--- src/rtl/hack_uart_tx_pkg.sv ---
// Shared definitions for the Hack serial link: FSM encoding and 8N1 two-byte framing constants.
package hack_uart_tx_pkg;

  typedef enum logic [1:0] {
    StIdle,
    StStart,
    StData,
    StStop
  } state_e;

  localparam int unsigned DataBits     = 8;
  localparam int unsigned BytesPerWord = 2;
  localparam logic        StartBit     = 1'b0;
  localparam logic        StopBit      = 1'b1;

endpackage

--- src/rtl/hack_uart_tx_baud_tick.sv ---
// Bit-period counter: wraps every CLKS_PER_BIT cycles and flags the last cycle of each bit.
module hack_uart_tx_baud_tick #(
  parameter int unsigned CLKS_PER_BIT = 16
) (
  input  logic clock,
  input  logic reset_n,
  input  logic clear,
  output logic tick
);

  localparam int unsigned CntW = (CLKS_PER_BIT > 1) ? $clog2(CLKS_PER_BIT) : 1;
  localparam logic [CntW-1:0] CntLast = CntW'(CLKS_PER_BIT - 1);

  logic [CntW-1:0] cnt_q;

  assign tick = (cnt_q == CntLast);

  always_ff @(posedge clock or negedge reset_n) begin
    if (!reset_n) begin
      cnt_q <= '0;
    end else if (clear || tick) begin
      cnt_q <= '0;
    end else begin
      cnt_q <= cnt_q + 1'b1;
    end
  end

endmodule

--- src/rtl/hack_uart_tx.sv ---
// Sends a 16-bit Hack word as two 8N1 serial frames, low byte first; all outputs come from flops.
module hack_uart_tx
  import hack_uart_tx_pkg::*;
#(
  parameter int unsigned CLKS_PER_BIT = 16
) (
  input  logic        clock,
  input  logic        reset_n,
  input  logic [15:0] in,
  input  logic        load,
  output logic        ready,
  output logic        busy,
  output logic        done,
  output logic        tx
);

  localparam logic [2:0] BitLast  = 3'(DataBits - 1);
  localparam logic       ByteLast = 1'(BytesPerWord - 1);

  state_e      state_q;
  logic [15:0] shreg_q;
  logic [2:0]  bit_idx_q;
  logic        byte_idx_q;
  logic        tx_q, ready_q, busy_q, done_q;
  logic        tick;

  // Counter is held at zero while idle, and every other state change happens on a wrap,
  // so each state is entered with a fresh count.
  hack_uart_tx_baud_tick #(
    .CLKS_PER_BIT(CLKS_PER_BIT)
  ) u_baud_tick (
    .clock  (clock),
    .reset_n(reset_n),
    .clear  (state_q == StIdle),
    .tick   (tick)
  );

  always_ff @(posedge clock or negedge reset_n) begin
    if (!reset_n) begin
      state_q    <= StIdle;
      shreg_q    <= '0;
      bit_idx_q  <= '0;
      byte_idx_q <= 1'b0;
      tx_q       <= StopBit;
      ready_q    <= 1'b1;
      busy_q     <= 1'b0;
      done_q     <= 1'b0;
    end else begin
      done_q <= 1'b0;
      unique case (state_q)
        StIdle: begin
          if (load) begin
            shreg_q    <= in;
            byte_idx_q <= 1'b0;
            tx_q       <= StartBit;
            ready_q    <= 1'b0;
            busy_q     <= 1'b1;
            state_q    <= StStart;
          end
        end
        StStart: begin
          if (tick) begin
            bit_idx_q <= '0;
            tx_q      <= shreg_q[0];
            state_q   <= StData;
          end
        end
        StData: begin
          if (tick) begin
            shreg_q <= shreg_q >> 1;
            if (bit_idx_q == BitLast) begin
              tx_q    <= StopBit;
              state_q <= StStop;
            end else begin
              bit_idx_q <= bit_idx_q + 3'd1;
              tx_q      <= shreg_q[1];
            end
          end
        end
        StStop: begin
          if (tick) begin
            if (byte_idx_q == ByteLast) begin
              ready_q <= 1'b1;
              busy_q  <= 1'b0;
              done_q  <= 1'b1;
              state_q <= StIdle;
            end else begin
              // High byte already sits in the low bits after eight shifts.
              byte_idx_q <= byte_idx_q + 1'b1;
              tx_q       <= StartBit;
              state_q    <= StStart;
            end
          end
        end
        default: state_q <= StIdle;
      endcase
    end
  end

  assign tx    = tx_q;
  assign ready = ready_q;
  assign busy  = busy_q;
  assign done  = done_q;

endmodule
--- config.mk ---
export PLATFORM = sky130hd
export DESIGN_NAME = hack_uart_tx
export DESIGN_NICKNAME = d
export VERILOG_FILES = /design/src/rtl/hack_uart_tx_pkg.sv /design/src/rtl/hack_uart_tx_baud_tick.sv /design/src/rtl/hack_uart_tx.sv
export SDC_FILE = /design/constraint.sdc
export NUM_CORES = 1
export LEC_CHECK = 0
export CORE_ASPECT_RATIO = 0.8
export CORE_MARGIN = 2
export CORE_UTILIZATION = 55
export CTS_BUF_LIST = sky130_fd_sc_hd__clkbuf_8
export CTS_CLUSTER_DIAMETER = 200
export DETAILED_ROUTE_END_ITERATION = 8
export GPL_TIMING_DRIVEN = 0
export PLACE_DENSITY = 0.8
export SYNTH_ARGS = -nofsm -noshare
export SYNTH_HDL_FRONTEND = slang
export SYNTH_SLANG_ARGS = --single-unit
--- constraint.sdc ---
create_clock -name clock -period 4.5 [get_ports clock]
set_clock_uncertainty 0.15 [all_clocks]
set_input_delay 0.9 -clock clock [delete_from_list [all_inputs] [get_ports clock]]
set_output_delay 0.9 -clock clock [all_outputs]
set_load 0.005 [all_outputs]
==> flow_summary.json <==
{
  "status": "complete, no violations",
  "start_util_pct": 59.4,
  "via_per_inst": 5.58,
  "leakage_nw": 0.864,
  "ctsResizeCount": 0,
  "routed_wl_um": 3150,
  "cp_max_fo": 10,
  "dp_cells": 202,
  "crit_slowest_cell": "clkdlybuf4s50_1",
  "grtUsageTotal_pct": 20.9,
  "core_area_um2": 2850,
  "power_mw": 1.39,
  "finalHoldViolCount": 0,
  "crit_path_cell_trace": "clkdlybuf4s50_1 > nor2b_4 > a211oi_4 > buf_6 > mux2_2",
  "hp-class": "flip-flop to flip-flop",
  "grt_max_degree": 31,
  "swShare_pct": 34.8,
  "htreeDepth": 2,
  "fin_crit_ns": 2.57,
  "rows": 17,
  "dieArea_um2": 3540,
  "max-vdd-ir-drop_uv": 390,
  "root_buffer": "clkbuf_8",
  "overflow": 0,
  "final.period_utilization_pct": 57.1,
  "syn_inst": 142,
  "hold_buffers": 0,
  "power_density_nw_per_um2": 679,
  "clkPwrFrac_pct": 16.2,
  "n_fill_cell": 210,
  "cts_tree": "done",
  "route.detailed.drc": 0,
  "synth.cell_area_um2": 1690,
  "internal_power_mw": 0.906,
  "final_cells": 210,
  "max_slew_margin_pct": 56.2,
  "tightest_slew_ns": 0.657,
  "setup_ws_ns": 1.93,
  "dpl_cell_area_um2": 1960,
  "timing.hold.ws_ns": 0.353,
  "io_pins": 23,
  "cp_num_buf_inv": 2,
  "die_x_um": 66.0,
  "multiInputGateArea_um2": 861,
  "cts.sinks": 30,
  "post_synth_num_cell_types": 39,
  "p_comb_share_pct": 49.8,
  "final-seq-area_um2": 753,
  "crit_family": "buffers and inverters",
  "slew_viol_final": 0,
  "p_switching_mw": 0.483,
  "finish.utilization_pct": 71.8,
  "final-setup-viol-count": 0,
  "nets": 198,
  "die_h_um": 53.6,
  "layout-drive-gt1-share_pct": 33.1,
  "gp_congestion": 0.727,
  "tns_ns": 0,
  "io_buffers": 22,
  "maxCapViolCount": 0,
  "clk_latency_ns": 0.29,
  "cp.required_ns": 4.52,
  "drt_iter0_drc": 80,
  "crit_arrival_ns": 2.59,
  "rsz0062_at_grt": "no",
  "netlist.area_leader.share_pct": 41.4,
  "ant_nets": 0,
  "cts.clk_slew.worst_paths_ns": 0.06,
  "dpl.hpwl_um": 2280,
  "yosys.area.top_type": "dfrtp_1",
  "synth-edff-count": 0,
  "worstSetupPathType": "primary input to flip-flop",
  "synthArstFlopShare_pct": 100,
  "post-place-ws_ns": 1.63,
  "seq_area_frac_synth_pct": 44.5,
  "syn-num-nets": 169,
  "seq_power_share_pct": 34.0,
  "grt_pass1_wl_um": 5310,
  "final_cell_area_um2": 2050,
  "num_vias": 1172,
  "cp-start-kind": "primary input",
  "avgSynthCellArea_um2": 11.9,
  "synth_ff_type": "dfrtp_1",
  "antenna_found_initial": 0,
  "cts_buffers": 5,
  "synth_warnings": 0,
  "grt_pass1_vias": 1128,
  "synth_seq_cells": 30,
  "area_growth_pct": 20.9,
  "cp_slowest_stage_delay_ns": 0.67,
  "post_cts_buffers": 0,
  "wl_per_cell_um": 15.0,
  "clockBufferDepth": 2,
  "crit_path_end_kind": "flip-flop",
  "drt-pass1-iter-count": 4,
  "synth_area_leaders": "dfrtp_1 (41%), mux2_2 (22%), ha_1 (5.9%), dfstp_2 (3.1%), o211ai_1 (2.2%)",
  "clock.fmax_mhz": 389,
  "antennaDiodeCount": 0
}
registers in the layout, indices dropped and copies added, names as in the netlist:
| name | count |
|---|---|
| state_q | 2 |
| u_baud_tick.cnt_q | 4 |
| busy | 1 |
| bit_idx_q | 3 |
| tx | 1 |
| shreg_q | 16 |
| byte_idx_q | 1 |
| ready | 1 |
| done | 1 |
cells by family (layout without fill, tap and decap cells):
group	Yosys count	in the layout	share of synthesized area, %
muxes	36	36	23.7
DFF	30	30	44.5
and+or+nand+nor	28	28	9.54
AOI/OAI and AO/OA	25	25	11.2
buffers and inverters	14	44	4.66
adders and majority gates	8	8	5.91
xor gates and xnor gates	1	1	0.517
cells in the final DEF (no fill, tap or decap), drive strengths merged, types with 3 or more instances in the layout:
master and count:
a21oi 4, o21ai 4, o211ai 5, clkbuf 6
mux2 33, nand3 4, nand2 7, dfrtp 28
mux2i 3, buf 9, inv 7, nor2 3
clkdlybuf4s50 21, ha 8, nand2b 3
worst reg2reg max path: cells and delay by family, from the launching register on:
family	cells	cell delay, ns
buffers and inverters	3	0.59
flip-flops	1	0.42
multiplexers	1	0.34
AO/OA/AOI/OAI	1	0.33
adder cells (fa/ha/maj)	1	0.15
AND/OR/NAND/NOR	1	0.12
final cells by class:
type | instances | share of cell area, %
inverters | 6 | 1.10
clock buffers | 6 | 4.03
plain buffers | 8 | 2.75
flip-flops and latches | 30 | 36.8
repair buffers | 22 | 10.5
multi-input cells | 98 | 42.1
clock inverters | 2 | 0.428
well taps | 38 | 2.32
cells in the mapped netlist, types with 2 or more instances:
master,instances
a21oi_1,4
a2bb2oi_1,2
buf_2,3
buf_4,4
dfrtp_1,28
dfstp_2,2
ha_1,8
inv_1,6
mux2_2,33
mux2i_1,3
nand2_1,7
nand2b_1,3
nand3_1,3
nor2_1,3
nor3_1,2
o211ai_1,5
o21ai_0,4
routing by layer:
| metal | vias up | track usage (%) | share of wire [%] |
|---|---|---|---|
| li1 | 572 | - | - |
| met1 | 576 | 27.2 | 47 |
| met2 | 19 | 31.1 | 46 |
| met3 | 5 | 9.21 | 4.6 |
| met4 | 0 | 7.48 | 1.5 |
| met5 | - | 0 | 0 |
power groups by stage:
stage | logic [mW] | clock network [mW] | registers, mW
final | 0.692 | 0.225 | 0.473
after detailed placement | 0.697 | 0 | 0.475
after CTS | 0.701 | 0.231 | 0.471
after global placement | 0.666 | 0 | 0.467
after floorplan | 0.561 | 0 | 0.452
after global routing | 0.764 | 0.241 | 0.488
final timing paths:
| kind | startpoint | to | slack, ns | cells after the start |
|---|---|---|---|---|
| setup / recovery | load | shreg_q[6] | 1.93 | 5 |
| hold / removal | shreg_q[2] | shreg_q[2] | 0.35 | 1 |
| setup reg to reg | state_q[0] | shreg_q[6] | 2.28 | 7 |
| hold reg to reg | shreg_q[2] | shreg_q[2] | 0.35 | 1 |
| max in group asynchronous | reset_n | shreg_q[12] | 3.28 | 1 |
| min in group asynchronous | reset_n | byte_idx_q | 0.48 | 1 |
No activity file was read; power rests on OpenSTA's default activity.
